## src/rtl/pc_sequencer.sv

```systemverilog
// Fetch-side program counter: sequential advance, stall hold and
// prioritised redirects (exception > jump > branch), with one deferred slot.
module pc_sequencer #(
  parameter logic [31:0] RESET_PC   = 32'h00000000,
  parameter logic [31:0] EXC_VECTOR = 32'h80000180
) (
  input  logic        clk,
  input  logic        rst,
  input  logic        stall,
  input  logic        branch_taken,
  input  logic [31:0] branch_target,
  input  logic        jump,
  input  logic [31:0] jump_target,
  input  logic        exception,
  output logic        imem_req,
  output logic [31:0] imem_addr,
  input  logic        imem_ready,
  output logic [31:0] pc,
  output logic [31:0] pc_plus4,
  output logic        if_valid
);

  typedef enum logic [1:0] {
    IDLE,
    FETCH,
    STALL
  } state_t;

  state_t      state;
  logic        pend_valid;
  logic [31:0] pend_addr;
  logic [1:0]  pend_prio;
  logic        stall_redir;

  logic        redir;
  logic [1:0]  redir_prio;
  logic [31:0] redir_addr;

  assign redir = exception | jump | branch_taken;

  always_comb begin
    redir_prio = 2'd0;
    redir_addr = 32'h0;
    if (exception) begin
      redir_prio = 2'd3;
      redir_addr = EXC_VECTOR;
    end else if (jump) begin
      redir_prio = 2'd2;
      redir_addr = {jump_target[31:2], 2'b00};
    end else if (branch_taken) begin
      redir_prio = 2'd1;
      redir_addr = {branch_target[31:2], 2'b00};
    end
  end

  assign imem_req  = (state == FETCH);
  assign imem_addr = pc;
  assign pc_plus4  = pc + 32'd4;
  assign if_valid  = (state == FETCH) & imem_ready
                   & ~pend_valid & ~redir;

  always_ff @(posedge clk) begin
    if (rst) begin
      state       <= IDLE;
      pc          <= RESET_PC;
      pend_valid  <= 1'b0;
      pend_addr   <= 32'h0;
      pend_prio   <= 2'd0;
      stall_redir <= 1'b0;
    end else begin
      unique case (state)
        IDLE: begin
          if (redir) pc <= redir_addr;
          state <= FETCH;
        end
        FETCH: begin
          if (!imem_ready) begin
            // equal or higher priority replaces the deferred target
            if (redir && (!pend_valid || redir_prio >= pend_prio)) begin
              pend_valid <= 1'b1;
              pend_addr  <= redir_addr;
              pend_prio  <= redir_prio;
            end
          end else if (redir) begin
            pc         <= redir_addr;
            pend_valid <= 1'b0;
          end else if (pend_valid) begin
            pc         <= pend_addr;
            pend_valid <= 1'b0;
          end else if (stall) begin
            state       <= STALL;
            stall_redir <= 1'b0;
          end else begin
            pc <= pc_plus4;
          end
        end
        STALL: begin
          if (redir) begin
            pc          <= redir_addr;
            stall_redir <= 1'b1;
            if (!stall) state <= FETCH;
          end else if (!stall) begin
            if (!stall_redir) pc <= pc_plus4;
            state <= FETCH;
          end
        end
        default: state <= IDLE;
      endcase
    end
  end

endmodule
```

## config.mk

```make
export PLATFORM = sky130hd
export DESIGN_NAME = pc_sequencer
export DESIGN_NICKNAME = d
export VERILOG_FILES = /design/src/rtl/pc_sequencer.sv
export SDC_FILE = /design/constraint.sdc
export NUM_CORES = 1
export LEC_CHECK = 0
export ABC_AREA = 1
export ABC_CLOCK_PERIOD_IN_PS = 4690
export CORE_MARGIN = 5
export CORE_UTILIZATION = 35
export CTS_CLUSTER_SIZE = 24
export DETAILED_ROUTE_END_ITERATION = 10
export SYNTH_ARGS = -nofsm -noshare
export SYNTH_HDL_FRONTEND = slang
export SYNTH_SLANG_ARGS = --single-unit
```

## constraint.sdc

```tcl
create_clock -name clk -period 4.69 [get_ports clk]
set_input_delay 0.938 -clock clk [delete_from_list [all_inputs] [get_ports clk]]
set_output_delay 0.938 -clock clk [all_outputs]
set_load 0.005 [all_outputs]
```

# [After elaboration in Yosys (flattened, before gate mapping)]
# Index checks and enable logic that the tools add are counted.
[totals] input_bits=71 regBits=70 elab_cells=69 output_inout_bits=98
[classes] n_eq_ne=12 reduce_logical=12 bitwise_logic=8 order_cmp=1 add_sub_neg=1 n_mux=29
[op_table] cell="$mux W32" count=11
[op_table] cell="$pmux W32 S3" count=1
[op_table] cell="$add A32 B3 Y32 const B" count=1
[op_table] cell="$mux W2" count=7
[op_table] cell="$ne A2 B2 Y1 const B" count=6
[op_table] cell="$reduce_and A6 Y1" count=2
[op_table] cell="$mux W1" count=8
[op_table] cell="$ne A3 B3 Y1 const B" count=2
[op_table] cell="$pmux W2 S3" count=1
[op_table] cell="$reduce_and A5 Y1" count=1
[op_table] cell="$ne A4 B2 Y1 const B" count=1
[op_table] cell="$reduce_bool A2 Y1" count=2
[op_table] cell="$and A1 B1 Y1" count=3
[op_table] cell="$not A1 Y1" count=3
[op_table] cell="$reduce_and A3 Y1" count=1
[op_table] cell="$reduce_bool A3 Y1" count=1
[op_table] cell="$eq A2 B1 Y1 const B" count=1
[op_table] cell="$eq A2 B2 Y1 const B" count=1
[op_table] cell="$ge A2 B2 Y1" count=1
[op_table] cell="$logic_not A2 Y1" count=1
[op_table] cell="$ne A2 B1 Y1 const B" count=1
[op_table] cell="$or A1 B1 Y1" count=2
[op_table] cell="$pmux W1 S2" count=1
[op_table] cell="$reduce_and A2 Y1" count=1
[op_table] cell="3 further kinds" count=3

# [Longest topological paths before layout]
# Gate-level depths: netlist of run 1.
[logic_depth] word_depth=8 mapped_depth=13 ltp_nobuf=12

# [Least setup slack after synthesis of run 1]
# OpenSTA, ideal clock, no wires.
[synth_path] path_type="in2reg" startpoint="input port jump" endpoint="register pend_addr[24]" cell_stages=12 setup_ns=0.128 required_ns=4.562 t_arrival_ns=2.687 path_buffers=3 slack_ns=1.876 cell_sequence="buf_2 nor2_1 clkbuf_1 nor2_1 ha_1 o21ai_0 nand2_1 nand3_1 clkbuf_1 nor2_1 a21oi_1 nor2_1"
[synth_between] elab_chain_cells=6 word_cells_on_any_way=10 classes_between="order compare (1); mux (4); bitwise (2); reduce/logical (3)"
[synth_lines] element="from (decl)" line="12" source="input logic jump,"
[synth_lines] element="$mux W2" line="47" source="end else if (jump) begin"
[synth_lines] element="$mux W2" line="44" source="if (exception) begin"
[synth_lines] element="$ge A2 B2 Y1" line="79" source="if (redir && (!pend_valid || redir_prio >= pend_prio)) begin"
[synth_lines] element="$logic_or A1 B1 Y1" line="79"
[synth_lines] element="$logic_and A1 B1 Y1" line="79"
[synth_lines] element="$reduce_and A3 Y1 (no source line)"
[synth_lines] element="to (signal assigned)" line="81" source="pend_addr <= redir_addr;"
[synth_lines] element="to (decl)" line="31" source="logic [31:0] pend_addr;"
# Several ways; a longest one is shown, not always the timed one.
# A chain may end at the register's enable or synchronous reset.

# [Final worst setup path of run 1]
[layout_path] startpoint="input port jump" endpoint="output port if_valid"
[layout_between] elab_chain_cells=4
[layout_lines] element="$or A1 B1 Y1 (2 in series)" line="39" source="assign redir = exception | jump | branch_taken;"
[layout_lines] element="$not A1 Y1" line="60" source="& ~pend_valid & ~redir;"
[layout_lines] element="$and A1 B1 Y1" line="60"
[layout_lines] element="to (decl)" line="20" source="output logic if_valid"
# No other way between the ends.

==> results of run 1 <==
-- routing by layer --
layer  track usage [%]  vias to the layer above  wire length [µm]
met4              6.60                        0               291
met2              28.7                      229              6840
met1              31.3                     2395              8510
met3              3.79                       16              1580
met5                 0                        -                 0
li1                  -                     2871                 -
-- final cells by class --
class	instances	area, µm²	share of cell area, %
clock buffers	14	264	3.93
clock inverters	2	35.0	0.522
flip-flops and latches	66	1320	19.7
repair buffers	166	1640	24.5
multi-input cells	605	2920	43.4
inverters	82	308	4.59
well taps	180	225	3.36
-- layout by cell type (no fill, tap or decap), types with 12 or more instances in the layout --
master and n:
a21oi_1 89, a22oi_1 23, nand3_1 57, nor3_1 12, inv_1 79, o21ai_0 72
clkdlybuf4s50_1 158, nor2_1 84, nand2_1 201, dfxtp_1 66
-- critical path: stages --
cell	delay, ns
clkdlybuf4s50_1	0.44
nor2_1	0.15
nand2_2	0.23
nor4_1	0.26
clkdlybuf4s50_1	0.55
-- sequential cells by signal, summed over array words and instances (netlist names) --
name,flops
imem_addr,30
pend_addr,30
pend_prio,2
pend_valid,1
stall_redir,1
state,2
-- power groups by stage --
stage	sequential, mW	combinational [mW]	clock [mW]
3_5_place_dp	0.877	1.68	0
5_1_grt	0.895	1.90	0.714
3_3_place_gp	0.877	1.68	0
6_report	0.868	1.70	0.686
2_1_floorplan	0.822	1.07	0
4_1_cts	0.867	1.69	0.693
-- metrics by stage --
| stage | utilization, % | cell area [µm²] | setup WS [ns] | hold slack [ns] |
|---|---|---|---|---|
| 2_1_floorplan | - | 5010 | 1.88 | 0.422 |
| 3_3_place_gp | 46.0 | 6410 | 1.07 | 0.434 |
| 3_5_place_dp | 46.0 | 6410 | 1.05 | 0.439 |
| 4_1_cts | 48.2 | 6710 | 1.16 | 0.447 |
| 5_1_grt | 48.2 | 6710 | 0.976 | 0.482 |
| 6_report | 48.2 | 6710 | 1.19 | 0.447 |
-- cell families after synthesis --
family	share of synthesized area, %
AO/OA/AOI/OAI	22.8
XOR/XNOR	1.75
adder cells (fa/ha/maj)	1.75
buffers and inverters	15.6
flip-flops	26.5
multiplexers	0.200
other	0.0751
AND/OR/NAND/NOR	31.3
-- worst min-delay path by stage --
| stage | endpoint | slack, ns | cells past startpoint |
|---|---|---|---|
| 2_1_floorplan | pend_addr[22]$_SDFFE_PP0P_ | 0.42 | 2 |
| 3_3_place_gp | pend_addr[22]$_SDFFE_PP0P_ | 0.43 | 2 |
| 3_5_place_dp | pend_addr[22]$_SDFFE_PP0P_ | 0.44 | 2 |
| 4_1_cts | pend_addr[22]$_SDFFE_PP0P_ | 0.45 | 2 |
| 5_1_grt | pend_prio[1]$_SDFFE_PP0P_ | 0.48 | 2 |
| 6_report | pend_addr[22]$_SDFFE_PP0P_ | 0.45 | 2 |
==> metrics.md, run 1 <==
| Metric | Value |
|---|---|
| Run status | `complete, no violations` |
| Initial antenna violation count | `0` |
| Sum of net half-perimeters after detailed placement | `13200 µm` |
| Cell Pwr Density | `slightly below 500 nW/µm²` |
| Finish-stage setup viols | `0` |
| Biggest area contributors in the synthesized netlist | `dfxtp_1, nand2_1, a21oi_1` |
| List of most frequent post-synthesis cells | `nand2_1, a21oi_1, nor2_1, inv_1, o21ai_0` |
| Total number of yosys warnings | `0` |
| Flop and latch count out of synthesis | `66` |
| Number of standard cells in the layout, taps in and fillers out | `1115` |
| Maximum clock frequency | `285 MHz` |
| Startpoint of the most critical register-to-register path | `state[1]$_SDFFE_PP0P_` |
| Main flop type after synthesis | `dfxtp_1` |
| Wire length per cell | `15.4 µm` |
| Worst reg-to-reg setup slack | `1.89 ns` |
| P_int | `1.89 mW` |
| Share of total power consumed by net switching | `41.9%` |
| Clock tree from TritonCTS | `yes` |
| Number of synthesized flops with an enable pin | `0` |
| Routed WL | `17200 µm` |
| Global-route wire length before repair | `26900 µm` |
| Initial core utilization | `a little over a third` |
| Most frequent cell after synthesis | `nand2_1` |
| FF-to-FF path depth | `10` |
| Clock Skew | `about 0.0064 ns` |
| Via count of the first global-routing pass | `4895` |
| Core Region | `between 10000 and 15000 µm²` |
| Overall die width | `129 µm` |
| Hold violation total from the final report | `0` |
| Slew margin rel. | `between 20% and 30%` |
| Total CTS buffers | `9` |
| Post-DRT Antenna Nets | `0` |
| Worst vdd ir | `246 µV` |
| Resize count post-CTS | `0` |
| Reported max-cap violation count | `0` |
| Number of sinks driven by the clock tree | `66` |
| Final net count | `1008` |
| Detailed router's first-iteration violation count | `530` |
| Total number of vias | `5511` |
| Total power | `~3.3 mW` |
| Layout area overhead | `34.3%` |
| Sequential-to-total area share from yosys stat | `a little over a quarter` |
| Final slew viol count | `0` |
| Power share of the clock group | `21.1%` |
| Destination of the worst register-to-register timing path | `imem_addr[2]$_SDFFE_PP0P_` |
| Routability cong. | `0.901` |
| Proportion of layout cells with a drive suffix above 1 | `3.85%` |
| Die extent in y | `129 µm` |
| Fraction of synthesized cell area taken by the top area cell type | `26.5%` |
| Number of vias per cell | `4.94` |
| Overall fraction of global-route tracks in use | `around a fifth` |
| Largest buffer count on any clock path | `2` |
| Number of antenna cells inserted | `0` |
| Syn Area/Cell | `6.05 µm²` |
| DRC violations left | `0` |
| Aggregate global routing overflow | `0` |
| Post-Syn Instances | `826` |
| Standard-cell rows | `43` |
| Sequential share of power | `around a quarter` |
| Final critical delay including setup and external delays | `3.50 ns` |
| Part of the total power dissipated in combinational logic | `a little over half` |
| Detailed-router iteration count before antenna repair | `5` |
| Largest net degree at the start of global routing | `between 40 and 50` |
| Number of buffers inserted by port buffering | `158` |
| Clk_lat worst skew | `~0.33 ns` |
| RSZ-0062 raised after global routing | `false` |
| Startpoint of the worst hold path | `pend_addr[22]$_SDFFE_PP0P_` |
| Cells after DPL | `1099` |
| DIE AREA | `16800 µm²` |
| Final Cycle Share | `74.7%` |
| Source of the critical timing path | `jump` |
| Async S/R FF share, synth | `0%` |
| Slew of the pin with the lowest slew margin | `1.10 ns` |
| Post-CTS Hold Buffers | `0` |
| Type of element capturing the critical path | `output pin` |
| Worst setup path end | `if_valid` |
| Yosys top cell by area | `dfxtp_1` |
| Total Negative Setup Slacks | `0 ns` |
| H-tree depth | `3` |
| Setup bufs post-CTS | `0` |
| Setup crit start kind | `input pin` |
| Root buffer cell | `clkbuf_16` |
| Hold WC Path Type | `reg2reg` |
| Area of the mapped netlist | `roughly 5000 µm²` |
| Synth unique cells | `35` |
| Endpoint arrival time on the critical path | `2.57 ns` |
| Data required time at the worst endpoint | `3.75 ns` |
| Switch Pwr | `1.36 mW` |
| Number of I/O pins | `169` |
| Clock slew at reported path FFs | `about 0.050 ns` |
| Leakage | `roughly 2.6 nW` |
| Highest fanout seen on the critical path | `17` |
| Number of inserted filler cells in the final layout | `1456` |
| Kind of critical path | `in2out` |
Power figures use the tool's default switching activity.
==> run 2, diff against run 1 <==
--- a/config.mk
+++ b/config.mk
@@ -6,7 +6,7 @@
 export NUM_CORES = 1
 export LEC_CHECK = 0
 export ABC_AREA = 1
-export ABC_CLOCK_PERIOD_IN_PS = 4690
+export ABC_CLOCK_PERIOD_IN_PS = 3400
 export CORE_MARGIN = 5
 export CORE_UTILIZATION = 35
 export CTS_CLUSTER_SIZE = 24
==> constraint.sdc (replaced) <==
create_clock -name clk -period 3.4 [get_ports clk]
set_input_delay 0.68 -clock clk [delete_from_list [all_inputs] [get_ports clk]]
set_output_delay 0.68 -clock clk [all_outputs]
set_load 0.005 [all_outputs]
==> metrics.md, run 2 (synthesis gave the netlist of run 1 again) <==
| Metric | Value |
|---|---|
| DRC violations left | `0 (unchanged)` |
| Most frequent cells in the layout | `nand2_1, clkdlybuf4s50_1, a21oi_1` |
| Final critical delay including setup and external delays | `3.22 ns` |
| Post-route core utilization | `48.6% (+0.45 points)` |
| Detailed router's first-iteration violation count | `394 (-26%)` |
| Reported max-cap violation count | `0 (unchanged)` |
| Finish-stage setup viols | `0 (unchanged)` |
| Sum of net half-perimeters after detailed placement | `13500 µm (+2.0%)` |
| Core Region | `13900 µm² (unchanged)` |
| RSZ-0062 raised after global routing | `false` |
| Global-route wire length before repair | `26500 µm (-1.5%)` |
| Clock slew at reported path FFs | `0.05 ns (about the same)` |
| Number of inserted filler cells in the final layout | `1468 (+0.82%)` |
| Die extent in y | `129 µm (unchanged)` |
| H-tree depth | `3 (unchanged)` |
| Highest fanout seen on the critical path | `6 (-11)` |
| Source of the critical timing path | `imem_addr[2]$_SDFFE_PP0P_` |
| Slew margin rel. | `26.4% (about the same)` |
| Number of antenna cells inserted | `0 (unchanged)` |
| Clock tree from TritonCTS | `yes` |
| Final Cycle Share | `94.7%` |
| Wire length per cell | `15.4 µm (-0.19%)` |
| Total power | `4.53 mW (+39%)` |
| Number of buffers inserted by port buffering | `158 (unchanged)` |
| Number of sinks driven by the clock tree | `66 (unchanged)` |
| Largest net degree at the start of global routing | `39 (-4.9%)` |
| Cell Pwr Density | `669 nW/µm² (+38%)` |
| Final slew viol count | `0 (unchanged)` |
| Via count of the first global-routing pass | `4934 (+0.80%)` |
| Clock Skew | `0.00562 ns (-0.000771 ns)` |
| Initial core utilization | `35.8% (unchanged)` |
| Startpoint of the most critical register-to-register path | `state[0]$_SDFFE_PP0P_` |
| Aggregate global routing overflow | `0 (unchanged)` |
| DIE AREA | `16800 µm² (unchanged)` |
| Largest buffer count on any clock path | `2 (unchanged)` |
| Setup crit start kind | `flop` |
| Routed WL | `17300 µm (+0.26%)` |
| Most common library cell in the layout ignoring fill and taps | `nand2_1` |
| Overall fraction of global-route tracks in use | `20.1% (-0.40 points)` |
| Layout area overhead | `35.6%` |
| Startpoint of the worst hold path | `pend_addr[27]$_SDFFE_PP0P_` |
| Total CTS buffers | `9 (unchanged)` |
| Proportion of layout cells with a drive suffix above 1 | `4.47% (+0.62 points)` |
| Run status | `complete, no violations` |
| Slew of the pin with the lowest slew margin | `1.10 ns (+0.00296 ns)` |
| Data required time at the worst endpoint | `2.72 ns (-1.03 ns)` |
| Worst slack on hold paths | `0.451 ns (+0.00412 ns)` |
| Number of vias per cell | `4.98 (+0.73%)` |
| Resize count post-CTS | `0 (unchanged)` |
| Hold WC Path Type | `reg2reg` |
| Root buffer cell | `clkbuf_16` |
| Number of I/O pins | `169 (unchanged)` |
| Routability cong. | `0.918 (+1.9%)` |
| Clk_lat worst skew | `0.33 ns (about the same)` |
| Total number of vias | `5576 (+1.2%)` |
| Detailed-router iteration count before antenna repair | `6 (+1)` |
| Initial antenna violation count | `0 (unchanged)` |
| Hold violation total from the final report | `0 (unchanged)` |
| Kind of critical path | `reg2out` |
| Setup bufs post-CTS | `0 (unchanged)` |
| Worst vdd ir | `230 µV (-6.7%)` |
| Overall die width | `129 µm (unchanged)` |
| Maximum clock frequency | `311 MHz` |
| Final net count | `1013 (+0.50%)` |
| Number of standard cells in the layout, taps in and fillers out | `1120 (+0.45%)` |
| Standard-cell rows | `43 (unchanged)` |
| Post-DRT Antenna Nets | `0 (unchanged)` |
| Total Negative Setup Slacks | `0 ns (unchanged)` |
| Type of element capturing the critical path | `output pin` |
| Post-CTS Hold Buffers | `0 (unchanged)` |
| Cells after DPL | `1104 (+0.45%)` |
| Leakage | `2.65 nW (+1.1%)` |
| Endpoint arrival time on the critical path | `2.54 ns (-0.03 ns)` |
==> run 2: layout make-up <==
type,instances,area [µm²],share of cell area [%]
multi-input combinational,605,2930,43.2
sequential,66,1320,19.5
tap,180,225,3.33
inverter,82,308,4.54
clock inverter,2,35.0,0.517
timing repair buffer,171,1690,25.0
clock buffer,14,264,3.90
==> run 2: critical path: stages (launching register included) <==
cell and delay (ns):
dfxtp_1 0.47, ha_1 0.24, nand2_1 0.11, nor2_2 0.20, nand2_1 0.08, nor2_1 0.24, xor2_1 0.34, inv_1 0.07
clkdlybuf4s50_1 0.45
==> run 2: metal layers <==
| layer | share of wire [%] | track usage, % |
|---|---|---|
| met4 | 1.6 | 5.87 |
| met3 | 8.0 | 3.63 |
| met1 | 50 | 30.5 |
| met5 | 0 | 0 |
| met2 | 40 | 28.7 |
==> run 2: where the power goes <==
| part | switching [mW] | total (mW) | internal (mW) |
|---|---|---|---|
| clock | 0.342 | 0.950 | 0.608 |
| combinational | 1.31 | 2.38 | 1.08 |
| sequential | 0.245 | 1.20 | 0.954 |
| total | 1.89 | 4.53 | 2.64 |
==> run 2: worst paths after layout <==
check | cells after the start | slack, ns | end
worst min-delay path | 2 | 0.45 | pend_addr[27]$_SDFFE_PP0P_
worst max register to register | 7 | 0.82 | imem_addr[4]$_SDFFE_PP0P_
worst min register to register | 2 | 0.45 | pend_addr[27]$_SDFFE_PP0P_
worst max-delay path | 8 | 0.18 | pc_plus4[18]
==> run 2: metrics by stage <==
stage | instance area, µm² | setup WS (ns)
floorplan | 5010 | 0.844
global placement | 6460 | 0.327
detailed placement | 6460 | 0.321
CTS | 6760 | 0.170
global route | 6770 | 0.0411
finish | 6770 | 0.182
==> run 3, diff against run 2 <==
--- a/config.mk
+++ b/config.mk
@@ -7,10 +7,12 @@
 export LEC_CHECK = 0
 export ABC_AREA = 1
 export ABC_CLOCK_PERIOD_IN_PS = 3400
+export CAP_MARGIN = 20
 export CORE_MARGIN = 5
-export CORE_UTILIZATION = 35
+export CORE_UTILIZATION = 47
 export CTS_CLUSTER_SIZE = 24
 export DETAILED_ROUTE_END_ITERATION = 10
+export PLACE_DENSITY = 0.82
 export SYNTH_ARGS = -nofsm -noshare
 export SYNTH_HDL_FRONTEND = slang
 export SYNTH_SLANG_ARGS = --single-unit
==> metrics.md, run 3 (synthesis gave the netlist of run 1 again) <==
| Metric | Value |
|---|---|
| Detailed router's first-iteration violation count | `471 (+20%)` |
| FF-to-FF path depth | `7 (unchanged)` |
| Final Cycle Share | `95.5% (+0.82 points)` |
| Final slew viol count | `0 (unchanged)` |
| Most frequent cells in the layout | `nand2_1, clkdlybuf4s50_1, a21oi_1` |
| Number of antenna cells inserted | `0 (unchanged)` |
| Final Cell Area | `6700 µm² (-1.0%)` |
| Routability cong. | `0.985 (+7.2%)` |
| Largest net degree at the start of global routing | `39 (unchanged)` |
| Routed WL | `16700 µm (-3.1%)` |
| Highest fanout seen on the critical path | `6 (unchanged)` |
| Resize count post-CTS | `0 (unchanged)` |
| Finish-stage setup viols | `0 (unchanged)` |
| Detailed-router iteration count before antenna repair | `6 (unchanged)` |
| Setup bufs post-CTS | `0 (unchanged)` |
| Worst setup path end | `pc_plus4[24]` |
| Sum of net half-perimeters after detailed placement | `12700 µm (-6.3%)` |
| Final net count | `1013 (unchanged)` |
| Slew margin rel. | `38.1% (+12 points)` |
| P_int | `2.59 mW (-1.9%)` |
| Total CTS buffers | `9 (unchanged)` |
| Kind of critical path | `reg2out` |
| Post-placement cell area | `6390 µm² (-1.2%)` |
| Largest buffer count on any clock path | `2 (unchanged)` |
| Root buffer cell | `clkbuf_8` |
| Maximum clock frequency | `308 MHz (-0.86%)` |
| Core Region | `10300 µm² (-26%)` |
| RSZ-0062 raised after global routing | `false` |
| Part of the total power dissipated in combinational logic | `53.5% (+0.9 points)` |
| Clock Skew | `0.0109 ns (+0.00524 ns)` |
| Global-route wire length before repair | `26300 µm (-0.76%)` |
| Standard-cell rows | `37 (-14%)` |
| Worst reg-to-reg setup slack | `0.70 ns (-0.12 ns)` |
| Sequential share of power | `26.7% (+0.2 points)` |
| Most common library cell in the layout ignoring fill and taps | `nand2_1` |
| Post-DRT Antenna Nets | `0 (unchanged)` |
| DRC violations left | `0 (unchanged)` |
| Clk_lat worst skew | `0.36 ns (+0.03 ns)` |
| Overall die width | `113 µm (-13%)` |
| Share of total power consumed by net switching | `42.4% (+0.67 points)` |
| Number of buffers inserted by port buffering | `158 (unchanged)` |
| Total Negative Setup Slacks | `0 ns (unchanged)` |
| H-tree depth | `3 (unchanged)` |
| Data required time at the worst endpoint | `2.72 ns (about the same)` |
| Sequential standard cell area | `1320 µm² (unchanged)` |
| Layout area overhead | `34.2%` |
| Post-CTS Hold Buffers | `0 (unchanged)` |
| DIE AREA | `12800 µm² (-24%)` |
| Footprint of the multi-input gates | `2940 µm² (+0.43%)` |
| Number of sinks driven by the clock tree | `66 (unchanged)` |
| Number of inserted filler cells in the final layout | `996 (-32%)` |
| Startpoint of the most critical register-to-register path | `state[0]$_SDFFE_PP0P_` |
| Total power | `4.50 mW (-0.75%)` |
| Clock tree from TritonCTS | `yes` |
| Power share of the clock group | `19.8% (-1.2 points)` |
| Clock slew at reported path FFs | `0.08 ns (+0.03 ns)` |
| Final critical delay including setup and external delays | `3.25 ns (+0.0280 ns)` |
| Worst slack, placed | `0.235 ns (-0.0868 ns)` |
| Initial core utilization | `48.4% (+13 points)` |
| Endpoint arrival time on the critical path | `2.57 ns (+0.03 ns)` |
| Proportion of layout cells with a drive suffix above 1 | `5.11% (+0.64 points)` |
| Aggregate global routing overflow | `0 (unchanged)` |
| Slew of the pin with the lowest slew margin | `0.927 ns (-0.176 ns)` |
| Wire length per cell | `15.6 µm (+0.91%)` |
| Run status | `complete, no violations` |
| Switch Pwr | `1.91 mW (+0.83%)` |
| Overall fraction of global-route tracks in use | `25.3% (+5.2 points)` |
| Leakage | `2.64 nW (-0.42%)` |
| Number of vias per cell | `5.41 (+8.6%)` |
| Reported max-cap violation count | `0 (unchanged)` |
| Cell Pwr Density | `671 nW/µm² (+0.27%)` |
| Total number of vias | `5820 (+4.4%)` |
| Final setup slack of the worst path | `0.154 ns (-0.0280 ns)` |
| Hold WC Path Type | `reg2reg` |
| Source of the critical timing path | `imem_addr[2]$_SDFFE_PP0P_` |
| Worst vdd ir | `287 µV (+25%)` |
| Number of I/O pins | `169 (unchanged)` |
| Via count of the first global-routing pass | `5195 (+5.3%)` |
| Type of element capturing the critical path | `output pin` |
| Setup crit start kind | `flop` |
| Initial antenna violation count | `0 (unchanged)` |
| Destination of the worst register-to-register timing path | `imem_addr[12]$_SDFFE_PP0P_` |
| Die extent in y | `113 µm (-13%)` |
| Hold violation total from the final report | `0 (unchanged)` |
[run 3: cell count changes in the layout (fill, tap and decap cells not counted), sizes merged]
cell	change
clkinvlp	+1
clkinv	+1
bufinv	+3
clkbuf	-5
[run 3: layout make-up]
cell class                      instances  share of cell area, %
Clock buffer                            9                   1.85
Tap cell                              136                   2.54
Inverter                               82                   4.59
Clock inverter                          7                   2.11
Timing Repair Buffer                  171                   25.3
Sequential cell                        66                   19.7
Multi-Input combinational cell        605                   43.9
[run 3: layer usage]
metal  vias to the layer above  part of all wire (%)  track usage, %
met4                         0                   2.4            8.09
met3                        35                    12            7.06
li1                       2872                     -               -
met5                         -                     0               0
met1                      2591                    42            34.6
met2                       322                    43            38.7
[run 3: worst max-delay path, stage by stage, from the launching register on]
cell and delay (ns):
dfxtp_1 0.46, ha_1 0.25, nand2_1 0.10, nor2_2 0.22
nand2_1 0.12, nor2_2 0.27, nand2_1 0.08, nand2_1 0.11
nand2_1 0.06, inv_1 0.04, clkdlybuf4s50_1 0.49
[run 3: per-stage QoR]
| step | hold WS [ns] | instances | utilization [%] |
|---|---|---|---|
| after floorplan | 0.422 | 831 | - |
| after global placement | 0.432 | 1059 | 61.9 |
| after detailed placement | 0.454 | 1059 | 61.9 |
| after CTS | 0.464 | 1075 | 64.4 |
| after global routing | 0.483 | 1076 | 64.9 |
| final | 0.468 | 1076 | 64.9 |
[run 3: worst min-delay path by stage]
stage                                           from                         end  slack [ns]  cells past startpoint
after global placement    pend_addr[22]$_SDFFE_PP0P_  pend_addr[22]$_SDFFE_PP0P_        0.43                      2
final                       stall_redir$_SDFFE_PP0P_    stall_redir$_SDFFE_PP0P_        0.47                      2
after CTS                 pend_addr[29]$_SDFFE_PP0P_  pend_addr[29]$_SDFFE_PP0P_        0.46                      2
after global routing       pend_prio[1]$_SDFFE_PP0P_   pend_prio[1]$_SDFFE_PP0P_        0.48                      2
after detailed placement  pend_addr[29]$_SDFFE_PP0P_  pend_addr[29]$_SDFFE_PP0P_        0.45                      2
after floorplan           pend_addr[22]$_SDFFE_PP0P_  pend_addr[22]$_SDFFE_PP0P_        0.42                      2
[run 3: power groups by stage]
stage	Sequential, mW	Combinational (mW)	Clock, mW
finish	1.20	2.41	0.891
global route	1.23	2.65	0.939
CTS	1.19	2.36	0.893
detailed placement	1.21	2.35	0
global placement	1.20	2.31	0
floorplan	1.13	1.48	0
